**config.mk**
```make
export PLATFORM = sky130hd
export DESIGN_NAME = password_entry
export DESIGN_NICKNAME = d
export VERILOG_FILES = /design/src/rtl/password_entry.sv
export SDC_FILE = /design/constraint.sdc
export NUM_CORES = 1
export LEC_CHECK = 0
export ABC_AREA = 1
export CAP_MARGIN = 20
export CORE_MARGIN = 10
export CORE_UTILIZATION = 45
export DETAILED_ROUTE_END_ITERATION = 8
export PLACE_DENSITY = 0.77
export SLEW_MARGIN = 10
export SYNTH_ARGS = -nofsm -noshare
export SYNTH_HDL_FRONTEND = slang
export SYNTH_SLANG_ARGS = --single-unit
```
**constraint.sdc**
```tcl
create_clock -name clk -period 1.3 [get_ports clk]
set_input_delay 0.195 -clock clk [delete_from_list [all_inputs] [get_ports clk]]
set_output_delay 0.195 -clock clk [all_outputs]
set_load 0.005 [all_outputs]
```
**src/rtl/password_entry.sv**
```systemverilog
// Collects a user index plus four digits, presents the word for one cycle, then waits for a grant with timeout and lockout.
// Outputs are registered or decoded from state; Fail follows _Access_Grant combinationally; there is no backpressure (the load is a single pulse).
module password_entry #(
    parameter int MAX_ATTEMPTS   = 3,
    parameter int GRANT_WAIT     = 8,
    parameter int LOCKOUT_CYCLES = 16
) (
    input  logic        clk,
    input  logic        rst,
    input  logic [3:0]  _Digit_In,
    input  logic        _Digit_Load,
    input  logic [1:0]  _User_Sel,
    input  logic        _Logout,
    input  logic        _Access_Grant,
    output logic [17:0] Data_Out,
    output logic        Data_Out_Load,
    output logic [2:0]  Digit_Count,
    output logic        Logged_In,
    output logic        Locked,
    output logic        Fail
);

    localparam int WW = (GRANT_WAIT > 1) ? $clog2(GRANT_WAIT) : 1;
    localparam int LW = (LOCKOUT_CYCLES > 1) ? $clog2(LOCKOUT_CYCLES) : 1;
    localparam int FW = $clog2(MAX_ATTEMPTS + 1);

    localparam logic [WW-1:0] WAIT_LAST = WW'(GRANT_WAIT - 1);
    localparam logic [LW-1:0] LOCK_LAST = LW'(LOCKOUT_CYCLES - 1);
    localparam logic [FW-1:0] FAIL_MAX  = FW'(MAX_ATTEMPTS);

    typedef enum logic [2:0] {
        IDLE,
        COLLECT,
        SEND,
        WAIT_RESP,
        GRANTED,
        LOCKED
    } state_t;

    state_t         state, state_nx;
    logic [17:0]    data_q, data_nx;
    logic [2:0]     count_q, count_nx;
    logic [WW-1:0]  wait_q, wait_nx;
    logic [LW-1:0]  lock_q, lock_nx;
    logic [FW-1:0]  fails_q, fails_nx;
    logic [FW-1:0]  fails_inc;
    logic           fail_pulse;

    assign fails_inc = fails_q + FW'(1);

    always_ff @(posedge clk or negedge rst) begin
        if (!rst) begin
            state   <= IDLE;
            data_q  <= '0;
            count_q <= '0;
            wait_q  <= '0;
            lock_q  <= '0;
            fails_q <= '0;
        end else begin
            state   <= state_nx;
            data_q  <= data_nx;
            count_q <= count_nx;
            wait_q  <= wait_nx;
            lock_q  <= lock_nx;
            fails_q <= fails_nx;
        end
    end

    always_comb begin
        state_nx   = state;
        data_nx    = data_q;
        count_nx   = count_q;
        wait_nx    = wait_q;
        lock_nx    = lock_q;
        fails_nx   = fails_q;
        fail_pulse = 1'b0;

        case (state)
            IDLE: begin
                // Logout dominates a coincident digit, here as in COLLECT.
                if (!_Logout && _Digit_Load) begin
                    data_nx  = {_User_Sel, 12'h000, _Digit_In};
                    count_nx = 3'd1;
                    state_nx = COLLECT;
                end
            end

            COLLECT: begin
                if (_Logout) begin
                    data_nx  = '0;
                    count_nx = '0;
                    state_nx = IDLE;
                end else if (_Digit_Load) begin
                    data_nx[15:0] = {data_q[11:0], _Digit_In};
                    count_nx      = count_q + 3'd1;
                    if (count_q == 3'd3) begin
                        state_nx = SEND;
                    end
                end
            end

            SEND: begin
                count_nx = '0;
                wait_nx  = '0;
                state_nx = WAIT_RESP;
            end

            WAIT_RESP: begin
                if (_Access_Grant) begin
                    fails_nx = '0;
                    state_nx = GRANTED;
                end else if (wait_q == WAIT_LAST) begin
                    fail_pulse = 1'b1;
                    fails_nx   = fails_inc;
                    data_nx    = '0;
                    lock_nx    = '0;
                    state_nx   = (fails_inc == FAIL_MAX) ? LOCKED : IDLE;
                end else begin
                    wait_nx = wait_q + WW'(1);
                end
            end

            GRANTED: begin
                // Grant was high on entry, so a low level here is a fall.
                if (_Logout || !_Access_Grant) begin
                    data_nx  = '0;
                    state_nx = IDLE;
                end
            end

            LOCKED: begin
                if (lock_q == LOCK_LAST) begin
                    fails_nx = '0;
                    state_nx = IDLE;
                end else begin
                    lock_nx = lock_q + LW'(1);
                end
            end

            default: begin
                data_nx  = '0;
                count_nx = '0;
                state_nx = IDLE;
            end
        endcase
    end

    assign Data_Out      = data_q;
    assign Digit_Count   = count_q;
    assign Data_Out_Load = (state == SEND);
    assign Logged_In     = (state == GRANTED);
    assign Locked        = (state == LOCKED);
    assign Fail          = fail_pulse;

endmodule

```
==> impl_results.md <==
- Initial antenna violation count: 0
- Initial Utilization: 0.4761
- Clock Sinks: 33
- # DRC: 0
- WL final: 9332 µm
- Final Hold Viols: 0
- Multi-input logic area: 0.001329 mm²
- Core area: 0.004115 mm²
- Max Freq: 567.4 MHz
- Nets@finish: 365
- Yosys top cell by area: dfrtp_1
- Cell variety after synth: 26
- Instance area at placement: 0.002663 mm²
- RSZ-0062 raised after global routing: yes
- Minimum clock period after layout: 1.762 ns
- Worst Setup SP: state[1]
- Post-synthesis mux area share: 0
- Leading post-synthesis cells by cell area: dfrtp_1, nand2_1, nand3b_1, ha_1, nand2_2
- Clock Latency Late Sink: 0.30 ns
- Chip width: 85.99 µm
- N_diodes: 0
- Worst R2R Setup Slack: -0.46 ns
- Worst r2r dst: Data_Out[8]
- Routability cong.: 0.8596
- Final instance area: 0.003498 mm²
- Setup violations, final: 37
- GR Overflow Total: 0
- CTS tree: yes
- Mapped cell area: 0.001959 mm²
- DR pass1 iterations: 5
- Crit Path Max Fanout: 8
- DRT iter0 DRCs: 283
- DIE HEIGHT: 85.99 µm
- Kind of critical path: reg -> reg
- Failing checks: setup timing
- YS warnings: 0
- Synth Area in Adders: 0.03831
- Filler cells: 178
- Pleak: 1.786 nW
- R2R depth: 10
- Seq/Total Area, Yosys: 0.4215
- Largest net degree at the start of global routing: 34
- Setup WS post-layout: -0.4625 ns
- Maximum clock insertion buffer count: 2
- Data required time at the worst endpoint: 1.53 ns
- Reg clk slew, reported paths: 0.07 ns
- Avg Inst Size Synth: 8.373 µm²
- Vias per Instance: 5.967
- Vias after detailed routing: 2,381
- Hold Path Class: in -> async
- Share of cells above drive strength 1: 0.4814
- Syn Nets: 251
- FF+latch count, synth: 33
- Port bufs: 35
- Boundary Pins: 36
- Post-route ant nets: 0
- Placed Cells incl. Taps: 349
- Site Rows: 23
- CTS root buffer: clkbuf_8
- Slew HR: 0.7985
- Xor and xnor area share after synthesis: 0.004470
- Crit path to: Data_Out[8]
- Final Skew: 0.006594 ns
- Outcome: complete, but fails checks
- First-pass GRT wire length: 11,730 µm
- FF+latch area: 825.8 µm²
- Slew at the pin closest to its max-slew limit: 0.3019 ns
- HPWL Detailed: 3628 µm
- Yosys top cell area share: 0.4215
- Largest family of logic cells by synthesized area: simple AND/OR/NAND/NOR gates
- Reg-to-reg critical path startpoint: state[1]
- Post-Synthesis Cells: 234
- TritonCTS buffer count: 5
- CP Data Arrival Time: 1.99 ns
- CP Launch Type: flop
- Synth Area in Simple Gates: 0.3895
- Fin Hold WS: 0.3044 ns
- Fin. max-slew vios: 0
- Max IR drop VDD: 1.252 mV
- Vias in the first global route: 2,316
- Pre-CTS setup slack: -0.3615 ns
- Max cap viols: 0
- Area Overhead vs Synth: 78.54%
- DR WL/cell: 23.39 µm
- H-tree Lvls: 2
- Synth Area in Compound Gates: 0.07344
- Die Footprint: 0.007393 mm²
- Type of destination of the critical path: flop
- Finished Layout Cells: 399
- Final Cycle Share: 1.356
- Tot GR Track Use: 0.1999
- P per Cell Area: 2235 mW/mm²
final cells by class:
| class | count | area share |
|---|---|---|
| tap | 50 | 0.01788 |
| clock inverter | 3 | 0.01860 |
| multi-input combinational | 177 | 0.3798 |
| inverter | 20 | 0.02790 |
| sequential | 33 | 0.2361 |
| timing repair buffer | 111 | 0.3001 |
| clock buffer | 5 | 0.01967 |
cells in the mapped netlist:
master,n
ha_1,6
nand2_1,70
nand2_4,2
nor2_1,18
inv_2,5
a21oi_1,3
a22o_1,2
or2_2,1
nand3_2,3
nor2_2,3
nand3_4,1
nand2_8,1
dfrtp_1,33
inv_1,15
a22oi_1,1
buf_6,6
a21boi_0,4
nand3_1,15
o21ai_0,12
nand2_2,12
a31oi_1,1
nand3b_1,14
nor2_4,2
nor2_8,2
xor2_1,1
o211ai_1,1
power breakdown:
group          leakage [nW]  internal (mW)  switching, mW  total (mW)
clock network        0.0681          0.762          0.412        1.17
registers             0.439           1.31          0.237        1.55
logic                  1.28           2.28           2.81        5.10
total                  1.79           4.36           3.46        7.82
registers in the layout, summed over array words and instances (netlist names):
signal	count
Data_Out	18
Digit_Count	3
fails_q	2
lock_q	4
state	3
wait_q	3
placed cells by master, fill, tap and decap left out, types with 4 or more instances in the layout:
master and instances:
a21boi_1 4, buf_12 4, buf_4 47, buf_6 25, clkbuf_8 5, clkdlybuf4s50_1 10, dfrtp_1 33, dlygate4sd2_1 20
inv_1 9, inv_2 5, nand2_1 55, nand2_2 17, nand2_4 11, nand2_8 4, nand3_1 8, nand3_2 4
nand3_4 7, nand3b_1 14, nor2_1 11, nor2_4 9, o21ai_1 5, o21ai_2 4
timing repair:
action	4_1_cts	5_1_grt
pin swaps	18	49
buffers inserted	31	10
gates resized for setup	111	46
hold buffers	0	0
gates cloned	1	2
endpoints found under the setup margin	57	38
metrics by stage:
stage          setup TNS, ns    util  power (mW)
5_1_grt               -13.38  0.8501       8.109
6_report              -12.19  0.8501       7.820
3_5_place_dp          -9.642  0.6470       4.608
2_1_floorplan         -1.410       -       3.367
4_1_cts               -5.887  0.7860       6.594
3_3_place_gp          -8.565  0.6470       4.522
metal layers:
metal	global-route usage	part of all wire	routed length [µm]
met1	0.2128	0.36	3377
met2	0.3340	0.48	4433
met3	0.04636	0.091	849
met4	0.1542	0.072	672
met5	0	0	0
how the worst min path moves through the flow:
stage	startpoint	end	depth (start not counted)
after global placement	Data_Out[14]	Data_Out[14]	2
after floorplan	rst	Data_Out[0]	0
after CTS	rst	Data_Out[1]	2
after detailed placement	Data_Out[12]	Data_Out[12]	2
after global routing	rst	Data_Out[1]	2
final	rst	wait_q[0]	2
cells by family after synthesis:
logic type / after synthesis
XOR/XNOR: 1
flip-flops: 33
adder cells (fa/ha/maj): 6
AND/OR/NAND/NOR: 144
AO/OA/AOI/OAI: 24
buffers and inverters: 26
critical path: stages, from the launching register on:
cell and delay (ns):
dfrtp_1 0.44, inv_2 0.12, buf_4 0.13, nor2_4 0.04, nand2_2 0.09, buf_6 0.13, nand2_4 0.07, nor2_8 0.26
clkbuf_16 0.22, nand3b_1 0.10, nand2_1 0.10
Note: power is estimated with default switching activity, not from simulation.
